`src/rtl/trap_controller_if.sv`:
```
// Fetch redirect handshake between the trap controller and the front end.
// The controller drives the target; fetch answers with ready.
interface trap_controller_if;
    logic        redirect_valid_o;
    logic [31:0] redirect_pc_o;
    logic        redirect_ready_i;

    modport master (
        output redirect_valid_o,
        output redirect_pc_o,
        input  redirect_ready_i
    );

    modport slave (
        input  redirect_valid_o,
        input  redirect_pc_o,
        output redirect_ready_i
    );
endinterface

```
`src/rtl/trap_controller.sv`:
```
// Machine-mode trap sequencer: takes exceptions, interrupts and MRET at the
// commit point, updates the CSR trap interface and redirects fetch.
module trap_controller #(
    parameter logic VECTORED_EN = 1'b1
) (
    input  logic               clk_i,
    input  logic               rst_ni,
    input  logic               exc_valid_i,
    input  logic [4:0]         exc_cause_i,
    input  logic [31:0]        exc_pc_i,
    input  logic [31:0]        exc_tval_i,
    input  logic               commit_valid_i,
    input  logic [31:0]        commit_pc_i,
    input  logic               mret_i,
    input  logic               irq_sw_i,
    input  logic               irq_timer_i,
    input  logic               irq_ext_i,
    input  logic               mstatus_mie_i,
    input  logic [31:0]        mie_i,
    input  logic [31:0]        mtvec_i,
    input  logic [31:0]        mepc_i,
    output logic               trap_en_o,
    output logic               mret_en_o,
    output logic [31:0]        mepc_o,
    output logic [31:0]        mcause_o,
    output logic [31:0]        mtval_o,
    output logic [31:0]        mip_o,
    output logic               flush_o,
    output logic               busy_o,
    trap_controller_if.master  redir
);

    typedef enum logic [1:0] {
        S_IDLE,
        S_TRAP,
        S_MRET,
        S_REDIR
    } state_t;

    state_t      r_state;
    logic [2:0]  r_irq_s1;
    logic [2:0]  r_irq_s2;
    logic [31:0] r_mepc;
    logic [31:0] r_mcause;
    logic [31:0] r_mtval;
    logic [31:0] r_target;
    logic        r_trap_en;
    logic        r_mret_en;
    logic        r_flush;
    logic        r_busy;
    logic        r_redir_valid;

    logic [31:0] w_mip;
    logic [31:0] w_pend;
    logic        w_irq_take;
    logic [4:0]  w_irq_code;
    logic [31:0] w_base;
    logic        w_vec;
    logic [31:0] w_irq_target;
    logic [31:0] w_mret_target;

    // Synchronizer bits are {ext, timer, sw}
    always_ff @(posedge clk_i or negedge rst_ni) begin
        if (!rst_ni) begin
            r_irq_s1 <= '0;
            r_irq_s2 <= '0;
        end else begin
            r_irq_s1 <= {irq_ext_i, irq_timer_i, irq_sw_i};
            r_irq_s2 <= r_irq_s1;
        end
    end

    always_comb begin
        w_mip     = '0;
        w_mip[3]  = r_irq_s2[0];
        w_mip[7]  = r_irq_s2[1];
        w_mip[11] = r_irq_s2[2];
    end

    assign w_pend     = w_mip & mie_i;
    assign w_irq_take = commit_valid_i & mstatus_mie_i & (|w_pend);

    always_comb begin
        w_irq_code = 5'd7;
        if (w_pend[11])
            w_irq_code = 5'd11;
        else if (w_pend[3])
            w_irq_code = 5'd3;
    end

    // Exceptions always use the base; only interrupts vector
    assign w_base        = {mtvec_i[31:2], 2'b00};
    assign w_vec         = VECTORED_EN && (mtvec_i[1:0] == 2'b01);
    assign w_irq_target  = w_vec ? w_base + {25'b0, w_irq_code, 2'b00}
                                 : w_base;
    assign w_mret_target = {mepc_i[31:2], 2'b00};

    always_ff @(posedge clk_i or negedge rst_ni) begin
        if (!rst_ni) begin
            r_state       <= S_IDLE;
            r_mepc        <= '0;
            r_mcause      <= '0;
            r_mtval       <= '0;
            r_target      <= '0;
            r_trap_en     <= 1'b0;
            r_mret_en     <= 1'b0;
            r_flush       <= 1'b0;
            r_busy        <= 1'b0;
            r_redir_valid <= 1'b0;
        end else begin
            r_trap_en <= 1'b0;
            r_mret_en <= 1'b0;
            r_flush   <= 1'b0;
            case (r_state)
                S_IDLE: begin
                    if (exc_valid_i) begin
                        r_mepc    <= exc_pc_i;
                        r_mcause  <= {27'b0, exc_cause_i};
                        r_mtval   <= exc_tval_i;
                        r_target  <= w_base;
                        r_trap_en <= 1'b1;
                        r_flush   <= 1'b1;
                        r_busy    <= 1'b1;
                        r_state   <= S_TRAP;
                    end else if (w_irq_take) begin
                        r_mepc    <= commit_pc_i;
                        r_mcause  <= {1'b1, 26'b0, w_irq_code};
                        r_mtval   <= '0;
                        r_target  <= w_irq_target;
                        r_trap_en <= 1'b1;
                        r_flush   <= 1'b1;
                        r_busy    <= 1'b1;
                        r_state   <= S_TRAP;
                    end else if (mret_i) begin
                        r_target  <= w_mret_target;
                        r_mret_en <= 1'b1;
                        r_flush   <= 1'b1;
                        r_busy    <= 1'b1;
                        r_state   <= S_MRET;
                    end
                end
                S_TRAP, S_MRET: begin
                    r_redir_valid <= 1'b1;
                    r_state       <= S_REDIR;
                end
                S_REDIR: begin
                    if (redir.redirect_ready_i) begin
                        r_redir_valid <= 1'b0;
                        r_busy        <= 1'b0;
                        r_state       <= S_IDLE;
                    end
                end
                default: begin
                    r_redir_valid <= 1'b0;
                    r_busy        <= 1'b0;
                    r_state       <= S_IDLE;
                end
            endcase
        end
    end

    assign trap_en_o              = r_trap_en;
    assign mret_en_o              = r_mret_en;
    assign flush_o                = r_flush;
    assign busy_o                 = r_busy;
    assign mepc_o                 = r_mepc;
    assign mcause_o               = r_mcause;
    assign mtval_o                = r_mtval;
    assign mip_o                  = w_mip;
    assign redir.redirect_valid_o = r_redir_valid;
    assign redir.redirect_pc_o    = r_target;

endmodule
```
`src/flat_wrapper.sv`:
```
// flat-port wrapper written by rule: the top's interface ports become plain ports
module trap_controller_flat 
#(
    parameter logic VECTORED_EN = 1'b1
)
  (clk_i, rst_ni, exc_valid_i, exc_cause_i, exc_pc_i, exc_tval_i, commit_valid_i, commit_pc_i, mret_i, irq_sw_i, irq_timer_i, irq_ext_i, mstatus_mie_i, mie_i, mtvec_i, mepc_i, trap_en_o, mret_en_o, mepc_o, mcause_o, mtval_o, mip_o, flush_o, busy_o, redir_redirect_valid_o, redir_redirect_pc_o, redir_redirect_ready_i);
  trap_controller_if redir_i ();
  input  logic clk_i;
  input  logic rst_ni;
  input  logic exc_valid_i;
  input  logic [4:0] exc_cause_i;
  input  logic [31:0] exc_pc_i;
  input  logic [31:0] exc_tval_i;
  input  logic commit_valid_i;
  input  logic [31:0] commit_pc_i;
  input  logic mret_i;
  input  logic irq_sw_i;
  input  logic irq_timer_i;
  input  logic irq_ext_i;
  input  logic mstatus_mie_i;
  input  logic [31:0] mie_i;
  input  logic [31:0] mtvec_i;
  input  logic [31:0] mepc_i;
  output logic trap_en_o;
  output logic mret_en_o;
  output logic [31:0] mepc_o;
  output logic [31:0] mcause_o;
  output logic [31:0] mtval_o;
  output logic [31:0] mip_o;
  output logic flush_o;
  output logic busy_o;
  output wire logic [$bits(redir_i.redirect_valid_o)-1:0] redir_redirect_valid_o;
  output wire logic [$bits(redir_i.redirect_pc_o)-1:0] redir_redirect_pc_o;
  input wire logic [$bits(redir_i.redirect_ready_i)-1:0] redir_redirect_ready_i;
  assign redir_redirect_valid_o = redir_i.redirect_valid_o;
  assign redir_redirect_pc_o = redir_i.redirect_pc_o;
  assign redir_i.redirect_ready_i = redir_redirect_ready_i;
  trap_controller #(.VECTORED_EN(VECTORED_EN)) u_core (.clk_i(clk_i), .rst_ni(rst_ni), .exc_valid_i(exc_valid_i), .exc_cause_i(exc_cause_i), .exc_pc_i(exc_pc_i), .exc_tval_i(exc_tval_i), .commit_valid_i(commit_valid_i), .commit_pc_i(commit_pc_i), .mret_i(mret_i), .irq_sw_i(irq_sw_i), .irq_timer_i(irq_timer_i), .irq_ext_i(irq_ext_i), .mstatus_mie_i(mstatus_mie_i), .mie_i(mie_i), .mtvec_i(mtvec_i), .mepc_i(mepc_i), .trap_en_o(trap_en_o), .mret_en_o(mret_en_o), .mepc_o(mepc_o), .mcause_o(mcause_o), .mtval_o(mtval_o), .mip_o(mip_o), .flush_o(flush_o), .busy_o(busy_o), .redir(redir_i));
endmodule
```
`config.mk`:
```
export PLATFORM = sky130hd
export DESIGN_NAME = trap_controller_flat
export DESIGN_NICKNAME = d
export VERILOG_FILES = /design/src/rtl/trap_controller_if.sv /design/src/rtl/trap_controller.sv /design/src/flat_wrapper.sv
export SDC_FILE = /design/constraint.sdc
export NUM_CORES = 1
export LEC_CHECK = 0
export BUFFER_PORTS_ARGS = -buffer_cell sky130_fd_sc_hd__buf_2
export CAP_MARGIN = 20
export CORE_AREA = 2 2 144 146
export DETAILED_ROUTE_END_ITERATION = 8
export DIE_AREA = 0 0 146 148
export PLACE_DENSITY = 0.67
export SYNTH_ARGS = -nofsm -noshare
export SYNTH_HDL_FRONTEND = slang
export SYNTH_SLANG_ARGS = --single-unit
```
`constraint.sdc`:
```
create_clock -name clk_i -period 3.37 [get_ports clk_i]
set_input_delay 0.337 -clock clk_i [delete_from_list [all_inputs] [get_ports clk_i]]
set_output_delay 0.337 -clock clk_i [all_outputs]
set_load 0.01 [all_outputs]
```
==> results of run 1 <==
[power breakdown]
group	total, mW	internal, mW	switching [mW]
Sequential	2.27	1.96	0.304
Combinational	2.45	1.05	1.40
Clock	1.69	0.960	0.729
[logic make-up (layout without fill, tap and decap cells)]
group                      Yosys count  count (layout)
AOI/OAI and AO/OA                  177             177
xor gates and xnor gates            14              14
adders and majority gates            5               5
and+or+nand+nor                    159             159
muxes                               37              37
buffers and inverters              109             341
other                                1              59
DFF                                113             113
[layout make-up]
cell class                      count  area (µm²)
Antenna cell                        2       5.005
Multi-Input combinational cell    449        2848
Inverter                           14       55.05
Sequential cell                   113        2828
Clock buffer                       17       425.4
Clock inverter                     15       125.1
Fill cell                        2010       11870
Tap cell                          270       337.8
Timing Repair Buffer              295        1544
[synthesized netlist by cell type, drive strengths merged, types with 3 or more instances]
cell type and n:
dfrtp 113, buf 82, o21ai 67, nand2 61, mux2i 37, a22o 34, nor2 32, a21oi 22
nand3 15, and3 14, inv 14, clkbuf 13, o211ai 9, nand3b 8, o221ai 8, xor2 8
nand4 7, o22ai 7, nor3 6, xnor2 6, and2 5, ha 5, o21a 5, a221oi 3
a31oi 3, nand2b 3, o31ai 3
[routing by layer]
metal / part of all wire / vias to the layer above / global-route usage
met5: 0.00086 / - / 0
met1: 0.42 / 2575 / 0.2168
met3: 0.071 / 22 / 0.05216
met2: 0.50 / 242 / 0.2816
met4: 0.016 / 2 / 0.05631
li1: - / 2647 / -
[state kept, by name, summed over array words and instances (netlist names), 2 cells and up]
signal / cells
u_core.mepc_o: 32
u_core.mtval_o: 32
u_core.redir.redirect_pc_o: 30
u_core.mcause_o: 6
u_core.r_irq_s1: 3
u_core.r_irq_s2: 3
u_core.r_state: 2
[worst paths after layout]
kind | endpoint | slack [ns] | cells after the start
worst max register to register | u_core.redir.redirect_pc_o[15]$_DFFE_PN0P_ | 0.84 | 9
max in group asynchronous | u_core.mepc_o[29]$_DFFE_PN0P_ | 2.09 | 3
min in group asynchronous | u_core.flush_o$_DFF_PN0_ | 0.47 | 2
worst min register to register | u_core.r_irq_s2[1]$_DFF_PN0_ | 0.35 | 0
worst max-delay path | u_core.redir.redirect_pc_o[15]$_DFFE_PN0P_ | 0.84 | 9
worst min-delay path | u_core.r_irq_s1[2]$_DFF_PN0_ | 0.04 | 1
==> run_results.csv, run 1 <==
group,metric,value,unit
outcome,status,"finished, final reports clean",
setup_path,cp_slowest_cell,"or2_1",
timing,rsz0062_at_grt,"false",
timing,worst_rel_slew_slack,0.4876,
timing,hold-worst-slack,0.03858,ns
yosys,synthDominantCellAreaShare,0.4586,
setup_path,worst_path_largest_cell_delay,0.40,ns
worst_hold_path,holdCritStartpoint,"irq_ext_i",
finish,flow.area_growth_from_synthesis,32.47,%
setup_path,startpoint,"u_core.r_irq_s2[0]$_DFF_PN0_",
finish,finish.net_count,1102,
global_routing,grt_start_max_net_pins,72,
floorplanning,fp.dieW,146,µm
clock_network,post-cts-setup-buffer-count,0,
yosys,synthDominantAreaCellType,"dfrtp_1",
timing,fin_skew,0.006774,ns
floorplanning,fp-row-count,52,
timing,hold_fails_final_rpt,0,
finish,mostFrequentLayoutCells,"buf_2, dfrtp_1, nand2_1, o21ai_0, conb_1",
floorplanning,ioPinCount,372,
finish,finish.utilization,0.4076,
drt,dr.pass1.iters,5,
timing,setup-tns-final,0,ns
yosys,post_synth_mux_area_share,0.06006,
floorplanning,die_height,148,µm
setup_path,critical_path.n_buffers_inverters,1,
placed_design,routabilityCongestion,0.8214,
clock_network,post_cts_hold_buffer_count,2,
clock_network,numCtsBuffers,17,
placed_design,placedCellCount,1138,
yosys,synth.ff_latch_count,113,
placed_design,place.detailed.hpwl,13810,µm
yosys,synth_compound_gate_area_share,0.2019,
yosys,ys.warnings.count,0,
yosys,synth_area_per_cell,10.03,µm²
yosys,post_synthesis_adder_cell_area_fraction,0.01015,
timing,final_max_slew_viol_count,0,
placed_design,dpl-instance-area,7582,µm²
timing,layout_min_cycle_time,2.530,ns
clock_network,tritoncts,"done",
yosys,synth_enable_flop_cells,0,
setup_path,arrival_time_of_the_worst_setup_path,2.79,ns
drt,wirelength,18670,µm
power,total_power,6.404,mW
placed_design,portBuffers,283,
power,cellLeakagePower,4.123,nW
timing,report.final.setup_viol,0,
finish,fin_cells,1175,
drt,vias,5488,
clock_network,ctsHtreeMaxLevel,4,
drt,drc_errors,0,
yosys,synth.lib_cells_used.distinct,66,
setup_path,setup.worst_path.start_class,"flip-flop",
yosys,post_synth_xor_area_fraction,0.01989,
setup_path,critical_path_peak_fanout,9,
power,vdd_drop_max,312.7,µV
timing,setup_slack,0.8398,ns
floorplanning,design.die.area,21610,µm²
yosys,synth_seq_area_share,0.4586,
placed_design,post-place-ws,0.8441,ns
drt,initialDrtViolationCount,293,
finish,final_layout_size_suffix_gt1_frac,0.3843,
flow_run,drv.max_cap_violation_count,0,
finish,layout.cells.most_common,"buf_2",
setup_path,r2r_start,"u_core.r_irq_s2[0]$_DFF_PN0_",
finish,post-route-cell-area,8168,µm²
worst_hold_path,hp_class,"in2reg",
yosys,synth_top_cells_by_area,"dfrtp_1, buf_4, mux2i_1, o21ai_0, a22o_1",
yosys,synth_area,6166,µm²
timing,fmax,395.2,MHz
timing,worst_slew_pin_slew,0.7686,ns
clock_network,root_buffer,"clkbuf_16",
clock_network,cts.path.max_buffers,2,
timing,fin_crit_sh,0.7508,
floorplanning,floorplan.initialDensity,0.3077,
drt,via_per_inst,4.671,
drt,antenna_left,0,
setup_path,crit_chain,"a22o_4, inv_1, ha_1, o21a_1, o21a_1, or2_1, and2_4, a311oi_2, a311oi_2",
clock_network,clkTransAtPathRegs,0.06,ns
yosys,number_of_instances_in_the_synthesized_netlist,615,
drt,detail_route.wl_per_cell,15.89,µm
setup_path,cp_data_required_time,3.63,ns
global_routing,grt_pass1_vias,5302,
global_routing,grt_pass1_wl,28840,µm
yosys,post_synth_and_or_nand_nor_area_fraction,0.1339,
setup_path,worst_path_dominant_cell_family,"compound AO/OA/AOI/OAI gates",
setup_path,worst_setup_path_end_kind,"flip-flop",
yosys,synthFlopType,"dfrtp_1",
yosys,postSynth.asyncResetShare,1.000,
global_routing,grt_antenna_before_repair,4,
clock_network,clock_insertion_delay_worst_skew,0.41,ns
floorplanning,floorplan.core_area,20040,µm²
global_routing,global_route_usage_over_all_layers,0.1715,
yosys,synth_top_family_by_area,"compound AO/OA/AOI/OAI gates",
clock_network,cts.sink_count,113,
clock_network,cts.repair.resized,0,
power,pwr_density_cell,784.0,nW/µm²
global_routing,grt_remaining_overflow,0,
setup_path,worstSetupPathType,"reg2reg",
Note: power is estimated with default switching activity, not from simulation.
==> run 2: changes to the inputs <==
--- a/config.mk
+++ b/config.mk
@@ -7,9 +7,9 @@
 export LEC_CHECK = 0
 export BUFFER_PORTS_ARGS = -buffer_cell sky130_fd_sc_hd__buf_2
 export CAP_MARGIN = 20
-export CORE_AREA = 2 2 144 146
+export CORE_AREA = 2 2 145 147
 export DETAILED_ROUTE_END_ITERATION = 8
-export DIE_AREA = 0 0 146 148
+export DIE_AREA = 0 0 147 149
 export PLACE_DENSITY = 0.67
 export SYNTH_ARGS = -nofsm -noshare
 export SYNTH_HDL_FRONTEND = slang
==> constraint.sdc (replaced) <==
create_clock -name clk_i -period 2.4 [get_ports clk_i]
set_input_delay 0.24 -clock clk_i [delete_from_list [all_inputs] [get_ports clk_i]]
set_output_delay 0.24 -clock clk_i [all_outputs]
set_load 0.01 [all_outputs]
==> run_results.csv, run 2 (synthesis gave the netlist of run 1 again) <==
group,metric,value,unit
outcome,status,"finished, final reports clean",
power,total_power,9.359,mW
floorplanning,floorplan.core_area,20560,µm²
finish,final_layout_size_suffix_gt1_frac,0.3937,
finish,mostFrequentLayoutCells,"buf_2, dfrtp_1, nand2_1, o21ai_0, conb_1",
global_routing,grt_start_max_net_pins,55,
setup_path,cp_slowest_cell,"dfrtp_1",
drt,antenna_left,0,
global_routing,grt_remaining_overflow,0,
setup_path,r2r_setup_slack,0.16,ns
timing,report.final.setup_viol,0,
clock_network,cts.path.max_buffers,2,
global_routing,grt_antenna_before_repair,1,
drt,initialDrtViolationCount,207,
timing,setup-tns-final,0,ns
finish,layout.area.seq,2828,µm²
setup_path,cp_data_required_time,2.66,ns
floorplanning,ioPinCount,372,
floorplanning,fp-row-count,53,
setup_path,worstSetupPathDepth,9,
timing,fin_skew,0.008145,ns
setup_path,worst_path_largest_cell_delay,0.38,ns
setup_path,setup.worst_path.start_class,"flip-flop",
global_routing,grt_pass1_wl,28550,µm
timing,worst_slew_pin_slew,0.7495,ns
setup_path,startpoint,"u_core.r_irq_s2[0]$_DFF_PN0_",
flow_run,drv.max_cap_violation_count,0,
setup_path,r2r_start,"u_core.r_irq_s2[0]$_DFF_PN0_",
floorplanning,die_height,149,µm
drt,drt-met1-wl,7803,µm
drt,dr.pass1.iters,4,
setup_path,critPathCapture,"u_core.redir.redirect_pc_o[15]$_DFFE_PN0P_",
drt,vias,5521,
setup_path,arrival_time_of_the_worst_setup_path,2.50,ns
timing,fin_crit_sh,0.9332,
drt,detail_route.wl_per_cell,15.48,µm
clock_network,cts.sink_count,113,
setup_path,worst_path_dominant_cell_family,"compound AO/OA/AOI/OAI gates",
timing,fmax,446.5,MHz
setup_path,reg2reg_to,"u_core.redir.redirect_pc_o[15]$_DFFE_PN0P_",
setup_path,critical_path_peak_fanout,6,
clock_network,clock_insertion_delay_worst_skew,0.41,ns
placed_design,place.detailed.hpwl,14000,µm
global_routing,global_route_usage_over_all_layers,0.1666,
drt,detailroute.wirelength.met3,1268,µm
finish,finish.net_count,1116,
timing,layout_min_cycle_time,2.240,ns
floorplanning,design.die.area,21900,µm²
drt,via_per_inst,4.628,
clock_network,ctsHtreeMaxLevel,4,
finish,filler_cell_count,2063,
global_routing,grt_pass1_vias,5403,
finish,flow.area_growth_from_synthesis,35.84,%
placed_design,portBuffers,283,
clock_network,numCtsBuffers,17,
clock_network,post-cts-setup-buffer-count,0,
timing,final_max_slew_viol_count,0,
setup_path,crit_chain,"a22o_4, inv_1, ha_1, o21a_1, o21a_1, or2_4, and2_4, a311oi_2, a311oi_2",
setup_path,worst_setup_path_end_kind,"flip-flop",
clock_network,tritoncts,"done",
placed_design,routabilityCongestion,0.8562,
clock_network,clkTransAtPathRegs,0.06,ns
timing,hold_fails_final_rpt,0,
power,cellLeakagePower,4.241,nW
setup_path,critical_path.n_buffers_inverters,1,
drt,drc_errors,0,
power,pwr_density_cell,1117,nW/µm²
floorplanning,floorplan.initialDensity,0.2999,
timing,rsz0062_at_grt,"false",
timing,worst_rel_slew_slack,0.5004,
worst_hold_path,hp_class,"in2reg",
floorplanning,fp.dieW,147,µm
setup_path,worstSetupPathType,"reg2reg",
power,vdd_drop_max,468.7,µV
drt,top_sig_layer,"met4",
finish,layout.cells.most_common,"buf_2",
finish,multi_input_area,2850,µm²
setup_path,worst_case_reg_to_reg_path_depth,9,
drt,met2_length,9177,µm
clock_network,root_buffer,"clkbuf_16",
drt,wirelength,18460,µm
==> run 2: final cells by class <==
type / instances / share of cell area
flip-flops and latches: 113 / 0.3376
inverters: 14 / 0.006573
repair buffers: 309 / 0.2002
diodes: 1 / 0.0002988
clock buffers: 17 / 0.05079
well taps: 275 / 0.04108
multi-input cells: 449 / 0.3403
clock inverters: 15 / 0.02316
==> run 2: through the flow <==
step | instances | utilization | hold WS [ns] | area, µm² | worst slack [ns]
2_1_floorplan | 671 | - | -0.05559 | 6376 | 0.1347
3_3_place_gp | 1156 | 0.3751 | 0.3340 | 7711 | 0.1244
3_5_place_dp | 1156 | 0.3751 | 0.3364 | 7711 | 0.08535
4_1_cts | 1192 | 0.4072 | 0.01418 | 8371 | 0.07248
5_1_grt | 1193 | 0.4074 | 0.01441 | 8376 | 0.04095
6_report | 1193 | 0.4074 | 0.04239 | 8376 | 0.1602
==> run 2: power by group <==
| part | internal, mW | switching [mW] |
|---|---|---|
| Clock | 1.67 | 1.01 |
| Combinational | 1.53 | 1.96 |
| Sequential | 2.76 | 0.443 |
==> run 2: worst min-delay path by stage <==
stage | slack (ns) | depth (start not counted) | startpoint | endpoint
floorplan | -0.06 | 0 | rst_ni | u_core.busy_o$_DFFE_PN0P_
global placement | 0.33 | 0 | u_core.r_irq_s1[0]$_DFF_PN0_ | u_core.r_irq_s2[0]$_DFF_PN0_
detailed placement | 0.34 | 0 | u_core.r_irq_s1[0]$_DFF_PN0_ | u_core.r_irq_s2[0]$_DFF_PN0_
CTS | 0.01 | 2 | redir_redirect_ready_i | u_core.redir.redirect_valid_o$_DFFE_PN0P_
global route | 0.01 | 2 | redir_redirect_ready_i | u_core.redir.redirect_valid_o$_DFFE_PN0P_
finish | 0.04 | 2 | redir_redirect_ready_i | u_core.redir.redirect_valid_o$_DFFE_PN0P_
==> run 2: what timing repair did <==
item,CTS,global route
hold endpoints to repair,54,0
resized for setup,0,1
hold buffers,4,0
setup endpoints to repair,0,5
==> run 2: metal layers <==
metal	vias up	global-route usage
met2	250	0.2887
met1	2583	0.2093
li1	2677	-
met5	-	0
met3	11	0.03945
met4	0	0.04519
==> run 3: changes to the inputs <==
--- a/config.mk
+++ b/config.mk
@@ -8,9 +8,9 @@
 export BUFFER_PORTS_ARGS = -buffer_cell sky130_fd_sc_hd__buf_2
 export CAP_MARGIN = 20
 export CORE_AREA = 2 2 145 147
+export CTS_CLUSTER_SIZE = 40
 export DETAILED_ROUTE_END_ITERATION = 8
 export DIE_AREA = 0 0 147 149
-export PLACE_DENSITY = 0.67
 export SYNTH_ARGS = -nofsm -noshare
 export SYNTH_HDL_FRONTEND = slang
 export SYNTH_SLANG_ARGS = --single-unit
==> run_results.csv, run 3 (synthesis gave the netlist of run 1 again) <==
group,metric,value,unit
setup_path,crit_chain,"a22o_4, inv_1, ha_1, o21a_1, o21a_1, buf_4, o2111ai_1, nor3_1, nor4b_2, nor3_1",
power,sw_frac_of_total,0.3730,
clock_network,numCtsBuffers,17,
worst_hold_path,holdCritStartpoint,"redir_redirect_ready_i",
drt,drc_errors,0,
global_routing,grt_start_max_net_pins,57,
power,sequentialPowerShare,0.348,
timing,setup_slack,0.1652,ns
timing,worst_slew_pin_slew,0.7007,ns
placed_design,portBuffers,283,
power,p_int,5.740,mW
placed_design,routabilityCongestion,0.8028,
drt,antenna_left,0,
power,p_switching,3.414,mW
timing,rsz0062_at_grt,"false",
setup_path,cp_data_required_time,2.73,ns
setup_path,critical_path.n_buffers_inverters,2,
drt,dr.pass1.iters,4,
clock_network,clock_insertion_delay_worst_skew,0.41,ns
placed_design,place.detailed.hpwl,13700,µm
global_routing,grt_pass1_wl,28270,µm
power,pwr_density_cell,1100,nW/µm²
clock_network,cts.path.max_buffers,2,
timing,final_max_slew_viol_count,0,
timing,hold_fails_final_rpt,0,
setup_path,reg2reg_to,"u_core.redir.redirect_pc_o[31]$_DFFE_PN0P_",
floorplanning,fp-row-count,53,
finish,mostFrequentLayoutCells,"buf_2, dfrtp_1, nand2_1, o21ai_0, conb_1",
clock_network,tritoncts,"done",
setup_path,cp_slowest_cell,"dfrtp_1",
timing,fmax,447.5,MHz
placed_design,dpl-instance-area,7701,µm²
timing,report.final.setup_viol,0,
drt,vias,5495,
power,combinational_fraction_of_design_power,0.380,
floorplanning,design.die.area,21900,µm²
timing,layout_min_cycle_time,2.235,ns
global_routing,grt_remaining_overflow,0,
setup_path,critPathCapture,"u_core.redir.redirect_pc_o[31]$_DFFE_PN0P_",
setup_path,setup.worst_path.start_class,"flip-flop",
clock_network,ctsHtreeMaxLevel,4,
outcome,status,"finished, final reports clean",
setup_path,worstSetupPathDepth,10,
placed_design,post-place-ws,0.1199,ns
setup_path,r2r_setup_slack,0.17,ns
setup_path,startpoint,"u_core.r_irq_s2[0]$_DFF_PN0_",
finish,inserted_diodes,0,
setup_path,r2r_start,"u_core.r_irq_s2[0]$_DFF_PN0_",
timing,worst_rel_slew_slack,0.5329,
floorplanning,floorplan.initialDensity,0.2999,
power,vdd_drop_max,445.1,µV
drt,via_per_inst,4.622,
finish,post-route-cell-area,8319,µm²
setup_path,worst_case_reg_to_reg_path_depth,10,
floorplanning,floorplan.core_area,20560,µm²
power,cellLeakagePower,4.215,nW
timing,fin_crit_sh,0.9312,
setup_path,critical_path_peak_fanout,3,
setup_path,worstSetupPathType,"reg2reg",
floorplanning,ioPinCount,372,
clock_network,cts.sink_count,113,
global_routing,grt_antenna_before_repair,0,
setup_path,worst_setup_path_end_kind,"flip-flop",
setup_path,worst_path_largest_cell_delay,0.40,ns
floorplanning,die_height,149,µm
drt,initialDrtViolationCount,194,
floorplanning,fp.dieW,147,µm
finish,finish.net_count,1113,
finish,layout.cells.most_common,"buf_2",
worst_hold_path,hp_class,"in2reg",
global_routing,grt_pass1_vias,5110,
power,clock_power_share,0.273,
setup_path,arrival_time_of_the_worst_setup_path,2.56,ns
clock_network,clkTransAtPathRegs,0.06,ns
global_routing,global_route_usage_over_all_layers,0.1651,
finish,flow.area_growth_from_synthesis,34.92,%
flow_run,drv.max_cap_violation_count,0,
timing,setup-tns-final,0,ns
clock_network,post-cts-setup-buffer-count,0,
clock_network,root_buffer,"clkbuf_16",
setup_path,worst_path_dominant_cell_family,"compound AO/OA/AOI/OAI gates",
finish,final_layout_size_suffix_gt1_frac,0.3917,
drt,wirelength,18440,µm
finish,finish.utilization,0.4047,
timing,fin_skew,0.009993,ns
power,total_power,9.154,mW
drt,detail_route.wl_per_cell,15.51,µm
-- run 3: changes by cell type in the layout (fill, tap and decap cells not counted), sizes merged --
cell and change:
buf -3, clkinv +2, diode -1, bufinv -2
-- run 3: metrics by stage --
stage	hold slack [ns]	instances
floorplan	-0.05559	671
global placement	0.1484	1153
detailed placement	0.1547	1153
CTS	0.005946	1189
global route	0.007134	1189
finish	0.03468	1189
-- run 3: how the worst min path moves through the flow --
stage	to	cells past startpoint
2_1_floorplan	u_core.busy_o$_DFFE_PN0P_	0
3_3_place_gp	u_core.mret_en_o$_DFF_PN0_	1
3_5_place_dp	u_core.mret_en_o$_DFF_PN0_	1
4_1_cts	u_core.redir.redirect_valid_o$_DFFE_PN0P_	2
5_1_grt	u_core.redir.redirect_valid_o$_DFFE_PN0P_	2
6_report	u_core.redir.redirect_valid_o$_DFFE_PN0P_	2
-- run 3: cell type report --
| cell class | count | area (µm²) |
|---|---|---|
| Clock inverter | 15 | 150.1 |
| Inverter | 14 | 55.05 |
| Timing Repair Buffer | 306 | 1667 |
| Clock buffer | 17 | 425.4 |
| Fill cell | 2095 | 12240 |
| Tap cell | 275 | 344.1 |
| Multi-Input combinational cell | 449 | 2850 |
| Sequential cell | 113 | 2828 |
-- run 3: power by group through the flow --
| stage | Sequential (mW) | Clock [mW] | Combinational [mW] |
|---|---|---|---|
| after global placement | 3.20 | 0 | 3.47 |
| after CTS | 3.19 | 2.58 | 3.53 |
| after floorplan | 3.59 | 0 | 1.70 |
| final | 3.18 | 2.50 | 3.47 |
| after detailed placement | 3.19 | 0 | 3.54 |
| after global routing | 3.29 | 2.66 | 3.85 |
-- run 3: timing repair --
action	4_1_cts	5_1_grt
hold buffers	4	0
gates resized for setup	0	1
endpoints found under the setup margin	0	1
hold endpoints to repair	21	0
-- run 3: metal layers --
| layer | track usage | vias to the layer above | share of wire |
|---|---|---|---|
| li1 | - | 2670 | - |
| met1 | 0.2157 | 2596 | 0.44 |
| met2 | 0.2744 | 216 | 0.49 |
| met3 | 0.04067 | 13 | 0.065 |
| met4 | 0.04519 | 0 | 0.0094 |
| met5 | 0 | - | 0 |
